<file path="src/rtl/apb_multi_master.sv">
// APB3 requester: takes a valid/ready command stream, decodes the slave index,
// runs SETUP/ACCESS with wait-state and timeout handling, and returns a response.
module apb_multi_master #(
  parameter int ADDR_W  = 32,
  parameter int DATA_W  = 32,
  parameter int NUM_SLV = 4,
  parameter int SEL_LSB = 12,
  parameter int TIMEOUT = 16
) (
  input  logic                      pclk,
  input  logic                      presetn,
  input  logic                      cmd_valid,
  output logic                      cmd_ready,
  input  logic [ADDR_W-1:0]         cmd_addr,
  input  logic                      cmd_write,
  input  logic [DATA_W-1:0]         cmd_wdata,
  output logic                      rsp_valid,
  input  logic                      rsp_ready,
  output logic [DATA_W-1:0]         rsp_rdata,
  output logic                      rsp_err,
  output logic                      rsp_timeout,
  output logic [ADDR_W-1:0]         paddr,
  output logic                      pwrite,
  output logic [DATA_W-1:0]         pwdata,
  output logic [NUM_SLV-1:0]        psel,
  output logic                      penable,
  input  logic [NUM_SLV*DATA_W-1:0] prdata,
  input  logic [NUM_SLV-1:0]        pready,
  input  logic [NUM_SLV-1:0]        pslverr
);

  // state  | meaning
  // IDLE   | cmd_ready high, waiting for a command
  // SETUP  | psel asserted, penable low, one cycle
  // ACCESS | psel+penable, waiting for pready or timeout
  // RESP   | rsp_valid high until rsp_ready
  typedef enum logic [1:0] {IDLE, SETUP, ACCESS, RESP} state_t;

  localparam int SEL_W = (NUM_SLV > 1) ? $clog2(NUM_SLV) : 1;
  localparam int CNT_W = (TIMEOUT > 0) ? $clog2(TIMEOUT + 1) : 1;
  localparam logic [CNT_W:0] TO_LIM = (CNT_W+1)'(TIMEOUT);

  state_t             state, state_d;
  logic [SEL_W-1:0]   idx;
  logic [SEL_W-1:0]   cmd_idx;
  logic [CNT_W-1:0]   cnt;
  logic [NUM_SLV-1:0] sel_vec;
  logic [DATA_W-1:0]  lane_rdata;
  logic               lane_ready, lane_err;
  logic               dec_err, timeout_hit;

  assign cmd_idx = cmd_addr[SEL_LSB +: SEL_W];
  assign dec_err = {1'b0, cmd_idx} >= (SEL_W+1)'(NUM_SLV);
  assign sel_vec = NUM_SLV'(1) << idx;
  // The cycle that would make the count reach TIMEOUT is the last ACCESS cycle.
  assign timeout_hit = (TIMEOUT != 0) && (({1'b0, cnt} + (CNT_W+1)'(1)) == TO_LIM);

  // Only the selected lane is ever looked at.
  always_comb begin
    lane_rdata = '0;
    lane_ready = 1'b0;
    lane_err   = 1'b0;
    for (int i = 0; i < NUM_SLV; i++) begin
      if (idx == SEL_W'(i)) begin
        lane_rdata = prdata[i*DATA_W +: DATA_W];
        lane_ready = pready[i];
        lane_err   = pslverr[i];
      end
    end
  end

  always_ff @(posedge pclk or negedge presetn) begin
    if (!presetn) state <= IDLE;
    else          state <= state_d;
  end

  always_comb begin
    state_d   = state;
    cmd_ready = 1'b0;
    psel      = '0;
    penable   = 1'b0;
    rsp_valid = 1'b0;
    case (state)
      IDLE: begin
        cmd_ready = presetn;
        if (cmd_valid) state_d = dec_err ? RESP : SETUP;
      end
      SETUP: begin
        psel    = sel_vec;
        state_d = ACCESS;
      end
      ACCESS: begin
        psel    = sel_vec;
        penable = 1'b1;
        if (lane_ready || timeout_hit) state_d = RESP;
      end
      RESP: begin
        rsp_valid = 1'b1;
        if (rsp_ready) state_d = IDLE;
      end
      default: state_d = IDLE;
    endcase
  end

  always_ff @(posedge pclk or negedge presetn) begin
    if (!presetn) begin
      idx         <= '0;
      cnt         <= '0;
      paddr       <= '0;
      pwrite      <= 1'b0;
      pwdata      <= '0;
      rsp_rdata   <= '0;
      rsp_err     <= 1'b0;
      rsp_timeout <= 1'b0;
    end else begin
      case (state)
        IDLE: begin
          if (cmd_valid) begin
            if (dec_err) begin
              rsp_err     <= 1'b1;
              rsp_timeout <= 1'b0;
              rsp_rdata   <= '0;
            end else begin
              paddr  <= cmd_addr;
              pwrite <= cmd_write;
              pwdata <= cmd_wdata;
              idx    <= cmd_idx;
              cnt    <= '0;
            end
          end
        end
        ACCESS: begin
          if (lane_ready) begin
            rsp_err     <= lane_err;
            rsp_timeout <= 1'b0;
            rsp_rdata   <= (!pwrite && !lane_err) ? lane_rdata : '0;
          end else if (timeout_hit) begin
            rsp_err     <= 1'b1;
            rsp_timeout <= 1'b1;
            rsp_rdata   <= '0;
          end else if (cnt != '1) begin
            cnt <= cnt + CNT_W'(1);
          end
        end
        default: ;
      endcase
    end
  end

endmodule

</file>
<file path="config.mk">
export PLATFORM = sky130hd
export DESIGN_NAME = apb_multi_master
export DESIGN_NICKNAME = d
export VERILOG_FILES = /design/src/rtl/apb_multi_master.sv
export SDC_FILE = /design/constraint.sdc
export NUM_CORES = 1
export LEC_CHECK = 0
export BUFFER_PORTS_ARGS = -buffer_cell sky130_fd_sc_hd__buf_2
export CORE_AREA = 2 2 121 123
export CTS_CLUSTER_DIAMETER = 50
export DETAILED_ROUTE_END_ITERATION = 10
export DIE_AREA = 0 0 123 125
export PLACE_DENSITY = 0.73
export SETUP_SLACK_MARGIN = 0.3
export SLEW_MARGIN = 10
export SYNTH_ARGS = -nofsm -noshare
export SYNTH_HDL_FRONTEND = slang
export SYNTH_SLANG_ARGS = --single-unit
export TNS_END_PERCENT = 30
</file>
<file path="constraint.sdc">
create_clock -name pclk -period 3.05 [get_ports pclk]
set_input_delay 0.4575 -clock pclk [delete_from_list [all_inputs] [get_ports pclk]]
set_output_delay 0.4575 -clock pclk [all_outputs]
set_load 0.02 [all_outputs]
</file>
==> impl_summary.txt, run 1 <==
----------------------------------------------------
[Global routing]
  Vias in the first global route ... 4303
  Antenna violations before repair ... 3
  Overflow after GRT ... 0
  Overall Global Routing Usage ... 19.0%
  Global-route wire length before repair ... 22.0 mm
  Largest net degree at the start of global routing ... 65

[Drt]
  Remaining number of nets flagged by the antenna check after routing ... 0
  Drc violations ... 0
  Routed len/inst ... 16.4 um
  Pre-antenna DRT Iters ... 4
  DRT iter0 DRCs ... 113
  Wire length after detailed routing ... 14.5 mm
  Vias after detailed routing ... 4212
  Avg Vias per Cell ... 4.75

[Floorplanning]
  Y dimension of the die ... 125 um
  Number of standard-cell rows in the floorplan ... 44
  Die ar. ... 15400 sq um
  I/O pins ... 311
  Core area ... 14200 sq um
  Starting Density ... 36.1%
  Die Wd ... 123 um

[Yosys]
  Yosys top cell area share ... 51.8%
  Cell accounting for the most synthesized area ... sky130_fd_sc_hd__dfrtp_1
  Cells after synthesis ... 393
  Portion of the post-synthesis area used by sequential elements ... 51.8%
  Synth warn ... 0
  Per-instance average area after synthesis ... 13.0 sq um
  Unique cell type count in the Yosys netlist ... 35
  Synthesized cell area ... 5120 sq um
  Ranking of synthesized cells by instance count ... sky130_fd_sc_hd__dfrtp_1 (106), sky130_fd_sc_hd__mux2_2 (66), sky130_fd_sc_hd__nand2_1 (40)
  Number of synthesized flops with an enable pin ... 0
  Flops & latches, synth ... 106
  Most instantiated flip-flop cell in the synthesis netlist ... sky130_fd_sc_hd__dfrtp_1
  Syn_nets ... 604
  Async set or reset register ratio after synthesis ... 100%
  Cell with the most instances after synthesis ... sky130_fd_sc_hd__dfrtp_1
  Top post-synthesis cells by area ... sky130_fd_sc_hd__dfrtp_1 (52%), sky130_fd_sc_hd__mux4_2 (15%), sky130_fd_sc_hd__mux2_2 (15%)

[Outcome]
  Run status ... complete, no violations

[Final layout]
  Number of nets in the layout ... 908
  Fraction of final layout cells sized beyond drive strength 1 ... 62.3%
  Post-synthesis to final-layout area growth ... 40.1%
  Utilization after layout ... 50.5%
  # fillers ... 1331

[Timing]
  Final period demand of the worst path ... 2530 ps
  Final Slew Violations ... 0
  Fin Setup TNS ... 0 ps
  Tcrit/Tclk final ... 82.8%
  Clock skew after layout ... 9.75 ps
  Setup repair after global routing missed its margin ... false
  Final worst hold slack ... 86.4 ps
  Hold violation total from the final report ... 0
  Setup-failing EPs final ... 0
  Max-slew headroom ... 37.6%
  Achievable Freq ... 0.396 GHz
  Actual slew at the worst max-slew pin ... 936 ps

[Setup path]
  CP Capture Type ... register
  Biggest cell delay along the critical path ... 580 ps
  Critical path class ... reg2reg
  Required arrival time at the worst endpoint ... 3250 ps
  Chain of cells forming the critical path ... ha_1 -> and3_1 -> ha_1 -> nand3_1 -> a21oi_1 -> or4b_1 -> a21oi_1 -> o221ai_1
  Top Family by Delay on Critical Path ... simple AND/OR/NAND/NOR gates
  Highest-delay cell along the critical path ... sky130_fd_sc_hd__or4b_1
  Crit path max fanout ... 8
  Startpoint class of the critical path ... register
  Critical path data arrival time ... 2730 ps
  Total buffers and inverters traversed by the critical path ... 0

[Pwr]
  Cell area power density ... 1050 nW/um^2
  Post-layout total power ... 7.53 mW
  Lkg Pwr ... 3.74 nW
  Peak supply drop ... 382 uV

[Placement]
  Post-DP HPWL ... 11.6 mm
  Routability congestion estimate ... 0.862
  Buffers added on ports ... 310

[Clocking]
  Clock tree from TritonCTS ... built
  Hold-fix buffers, CTS ... 0
  Clock transition at the registers of the reported paths ... 80 ps
  Clock latency of the later-clocked register in the worst-skew pair ... 350 ps
  Post-CTS setup buffers ... 0
  Post-cts sizing count ... 0
  Num CTS Buffers ... 9
  # H-tree levels ... 3
  Clk Tree Root Cell ... sky130_fd_sc_hd__clkbuf_16
  Clock Path Buffers ... 2
  TritonCTS sink count ... 106

[Job]
  Number of max-capacitance violations reported ... 0

[Min path]
  Tightest Hold Check Type ... in2async

----------------------------------------------------
## placed cells by master, fill, tap and decap left out, drive strengths merged, types with 6 or more instances in the layout
cell,n
inv,42
mux2,66
buf,317
ha,6
nand2,40
dfrtp,106
o21ai,34
clkbuf,9
mux4,34
## path summary, 6_finish.rpt
| check | start | end | slack, ps | cells after the start |
|---|---|---|---|---|
| max in group asynchronous | presetn | paddr[12] | 1670 | 2 |
| worst min register to register | rsp_rdata[14] | rsp_rdata[14] | 470 | 2 |
| min in group pclk | cmd_wdata[12] | pwdata[12] | 340 | 2 |
| worst max-delay path | cnt[0] | cnt[4] | 520 | 8 |
| worst min-delay path | presetn | pwdata[23] | 90 | 1 |
| worst max register to register | cnt[0] | cnt[4] | 520 | 8 |
## cell families (layout without fill, tap and decap cells)
kind of cell             Yosys count  after routing  synth area share, %
AO/OA/AOI/OAI                     49             49                 5.62
AND/OR/NAND/NOR                   65             65                 6.20
other                              0              2                    0
buffers and inverters             63            371                 4.71
adder cells (fa/ha/maj)            6              6                 1.47
multiplexers                     104            104                 30.2
flip-flops                       106            106                 51.8
## where the power goes
part | switching (mW) | internal (mW) | leakage (nW)
clock network | 0.534 | 0.644 | 0.147
registers | 0.366 | 2.10 | 1.31
logic | 2.18 | 1.71 | 2.29
total | 3.08 | 4.45 | 3.74
## state kept, by name (all words and copies together), names as in the netlist
| signal | count |
|---|---|
| paddr | 32 |
| pwdata | 32 |
| rsp_rdata | 32 |
| cnt | 5 |
| state | 2 |
| pwrite | 1 |
| rsp_err | 1 |
| rsp_timeout | 1 |
## metrics by stage
stage	setup WS (ps)	cell area, sq um	std cells
after floorplan	777	5120	393
after global placement	636	6870	870
after detailed placement	552	6870	870
after CTS	533	7170	885
after global routing	349	7180	887
final	524	7180	887
## final cells by class
cell class	instances	area, sq um	share of cell area [%]
flip-flops and latches	106	2650	37.0
multi-input cells	224	2240	31.2
repair buffers	317	1610	22.4
well taps	184	230	3.21
clock buffers	9	225	3.14
inverters	39	146	2.04
clock inverters	6	73.8	1.03
diodes	2	5.00	0.0697
## per-layer routing
| metal | wire length, um | global-route usage (%) |
|---|---|---|
| met1 | 5050 | 19.2 |
| met2 | 7940 | 35.8 |
| met3 | 1210 | 5.66 |
| met4 | 293 | 7.09 |
| met5 | 13 | 0 |
(Power assumes the default switching activity.)
==> run 2: changes to the inputs <==
ABC_AREA = 1   (was default)
PLACE_DENSITY = 0.75   (was 0.73)
clock period = 2.4 ns   (was 3.05 ns; I/O delays follow)
==> run 2 against run 1 <==
  * Worst hold slack gained 15 ps
  * Critical path type is now reg2out
  * Clock power grew 22%
  * Area after synthesis grew 7.3%
  * Routed wire length grew 21%
  * Clock skew shrank 0.74 ps
  * Critical endpoint is now psel[1]
  * Count of clock-buffer cells in the layout grew 1
==> impl_summary.txt, run 2 <==
----------------------------------------------------
[Yosys]
  Most instantiated flip-flop cell in the synthesis netlist ... sky130_fd_sc_hd__dfrtp_1
  Cell accounting for the most synthesized area ... sky130_fd_sc_hd__dfrtp_1
  Synthesized cell area ... 5500 sq um
  Unique cell type count in the Yosys netlist ... 29
  Synth warn ... 0
  Syn_nets ... 843
  Ranking of synthesized cells by instance count ... sky130_fd_sc_hd__nand2_1 (141), sky130_fd_sc_hd__dfrtp_1 (106), sky130_fd_sc_hd__nand3_1 (97)
  Yosys top cell area share ... 48.3%
  Per-instance average area after synthesis ... 8.70 sq um
  Cells after synthesis ... 632
  Number of synthesized flops with an enable pin ... 0
  Portion of the post-synthesis area used by sequential elements ... 48.3%
  Flops & latches, synth ... 106
  Async set or reset register ratio after synthesis ... 100%
  Top post-synthesis cells by area ... sky130_fd_sc_hd__dfrtp_1 (48%), sky130_fd_sc_hd__mux2_2 (13%), sky130_fd_sc_hd__nand2_1 (9.6%)
  Cell with the most instances after synthesis ... sky130_fd_sc_hd__nand2_1

[Global routing]
  Global-route wire length before repair ... 27.4 mm
  Overall Global Routing Usage ... 22.8%
  Overflow after GRT ... 0
  Vias in the first global route ... 5403
  Antenna violations before repair ... 0
  Largest net degree at the start of global routing ... 107

[Final layout]
  Number of nets in the layout ... 1138
  Ant. Diodes ... 0
  Combined area of the multi-input logic cells ... 2430 sq um
  Top flop regs ... paddr x32, pwdata x32, rsp_rdata x32
  Total area of sequential cells ... 2660 sq um
  # fillers ... 1370
  Post-synthesis to final-layout area growth ... 37.3%
  Commonest cells after routing, fill and taps aside ... sky130_fd_sc_hd__buf_2 (309), sky130_fd_sc_hd__nand2_1 (139), sky130_fd_sc_hd__dfrtp_1 (104), sky130_fd_sc_hd__nand3_1 (96), sky130_fd_sc_hd__mux2_2 (62)
  Fraction of final layout cells sized beyond drive strength 1 ... 45.2%
  Leading cell type in the layout, fill and taps excluded ... sky130_fd_sc_hd__buf_2

[Drt]
  Avg Vias per Cell ... 4.97
  Drc violations ... 0
  Wire length after detailed routing ... 17.5 mm
  Remaining number of nets flagged by the antenna check after routing ... 0
  Routed len/inst ... 15.7 um
  Vias after detailed routing ... 5548
  Pre-antenna DRT Iters ... 5
  DRT iter0 DRCs ... 275

[Pwr]
  Cell area power density ... 1310 nW/um^2
  Post-layout total power ... 9.91 mW
  Lkg Pwr ... 4.21 nW
  Peak supply drop ... 666 uV

[Setup path]
  Critical path data arrival time ... 1640 ps
  Crit path max fanout ... 4
  Required arrival time at the worst endpoint ... 2040 ps
  Worst r2r src ... cnt[0]
  Timing endpoint of the critical path ... psel[1]
  CP Capture Type ... output port
  Startpoint class of the critical path ... register
  Startpoint of the most critical setup path ... state[1]
  Reg-to-Reg End ... cnt[0]
  Critical path class ... reg2out
  R2R Setup Slk ... 440 ps
  Worst Reg2Reg Path Length in Cells ... 11

[Placement]
  Place WS ... 223 ps
  Routability congestion estimate ... 0.900
  Post-DP HPWL ... 13.1 mm
  Buffers added on ports ... 310

[Timing]
  Slack of the critical path ... 403 ps
  Fin Setup TNS ... 0 ps
  Tcrit/Tclk final ... 83.2%
  Setup repair after global routing missed its margin ... true
  Final Slew Violations ... 0
  Clock skew after layout ... 9.01 ps
  Final period demand of the worst path ... 2000 ps
  Max-slew headroom ... 61.1%
  Achievable Freq ... 0.501 GHz
  Actual slew at the worst max-slew pin ... 583 ps
  Hold violation total from the final report ... 0
  Setup-failing EPs final ... 0

[Clocking]
  Hold-fix buffers, CTS ... 0
  Clock latency of the later-clocked register in the worst-skew pair ... 350 ps
  Clock transition at the registers of the reported paths ... 80 ps
  Clk Tree Root Cell ... sky130_fd_sc_hd__clkbuf_16
  Num CTS Buffers ... 9
  Clock tree from TritonCTS ... built
  Clock Path Buffers ... 2
  TritonCTS sink count ... 106
  # H-tree levels ... 3

[Floorplanning]
  I/O pins ... 311
  Die Wd ... 123 um
  Starting Density ... 38.7%
  Die ar. ... 15400 sq um
  Number of standard-cell rows in the floorplan ... 44
  Core area ... 14200 sq um
  Y dimension of the die ... 125 um

[Job]
  Number of max-capacitance violations reported ... 0

[Min path]
  Tightest Hold Check Type ... in2async

[Outcome]
  Run status ... complete, no violations

----------------------------------------------------
==> run 2: cell types whose count changed after synthesis, moves of 11 or more <==
| cell | before | now |
|---|---|---|
| sky130_fd_sc_hd__nand2_1 | 40 | 141 |
| sky130_fd_sc_hd__nand3_1 | 4 | 97 |
| sky130_fd_sc_hd__mux4_2 | 34 | 0 |
| sky130_fd_sc_hd__nor2_1 | 4 | 35 |
| sky130_fd_sc_hd__inv_1 | 39 | 61 |
| sky130_fd_sc_hd__a21oi_1 | 4 | 18 |
| sky130_fd_sc_hd__buf_2 | 4 | 16 |
| sky130_fd_sc_hd__clkbuf_1 | 18 | 7 |
==> run 2: cell type report <==
cell class	instances	area share, %
Clock buffer	10	3.17
Tap cell	184	3.05
Sequential cell	106	35.2
Timing Repair Buffer	323	22.6
Clock inverter	6	0.647
Inverter	65	3.23
Multi-Input combinational cell	422	32.2
==> run 2: worst min-delay path by stage <==
stage	startpoint	end	slack (ps)	depth (start not counted)
global placement	pwdata[6]	pwdata[6]	480	1
finish	presetn	state[1]	100	2
detailed placement	paddr[2]	paddr[2]	490	1
floorplan	presetn	cnt[0]	60	0
CTS	presetn	state[1]	120	2
global route	presetn	state[1]	140	2
==> run 2: metrics by stage <==
stage / hold WS [ps] / utilization, % / cell area (sq um) / cells
after floorplan: 64.4 / - / 5500 / 632
after global placement: 481 / 50.8 / 7220 / 1100
after detailed placement: 488 / 50.8 / 7220 / 1100
after CTS: 124 / 52.9 / 7520 / 1116
after global routing: 144 / 53.1 / 7540 / 1116
final: 102 / 53.1 / 7540 / 1116
==> run 2: logic make-up (layout without fill, tap and decap cells) <==
logic type | count (synthesis) | after routing | synth area share (%)
buffers and inverters | 104 | 404 | 8.17
adders and majority gates | 6 | 6 | 1.37
DFF | 106 | 106 | 48.3
muxes | 62 | 62 | 12.7
AOI/OAI and AO/OA | 56 | 56 | 5.24
and+or+nand+nor | 298 | 298 | 24.3
==> run 2: layer usage <==
| layer | routed length (um) | track usage, % | up-vias |
|---|---|---|---|
| met5 | 0 | 0 | - |
| met4 | 375 | 6.35 | 0 |
| met3 | 1130 | 4.79 | 28 |
| met2 | 8740 | 38.8 | 226 |
| met1 | 7250 | 29.2 | 2637 |
| li1 | - | - | 2657 |
==> run 2: timing repair <==
item	4_1_cts	5_1_grt
resized for setup	3	8
buffers inserted	0	0
hold endpoints to repair	0	0
endpoints found under the setup margin	9	41
==> run 2: power breakdown <==
part | internal [mW] | switching [mW] | total, mW
logic | 1.99 | 3.36 | 5.34
registers | 2.62 | 0.502 | 3.12
clock network | 0.744 | 0.698 | 1.44
total | 5.35 | 4.56 | 9.91
==> run 2: critical path: stages, from the launching register on <==
cell and delay (ps):
sky130_fd_sc_hd__dfrtp_1 400, sky130_fd_sc_hd__inv_1 80, sky130_fd_sc_hd__ha_1 340, sky130_fd_sc_hd__inv_2 100, sky130_fd_sc_hd__nor3_4 170, sky130_fd_sc_hd__buf_2 200
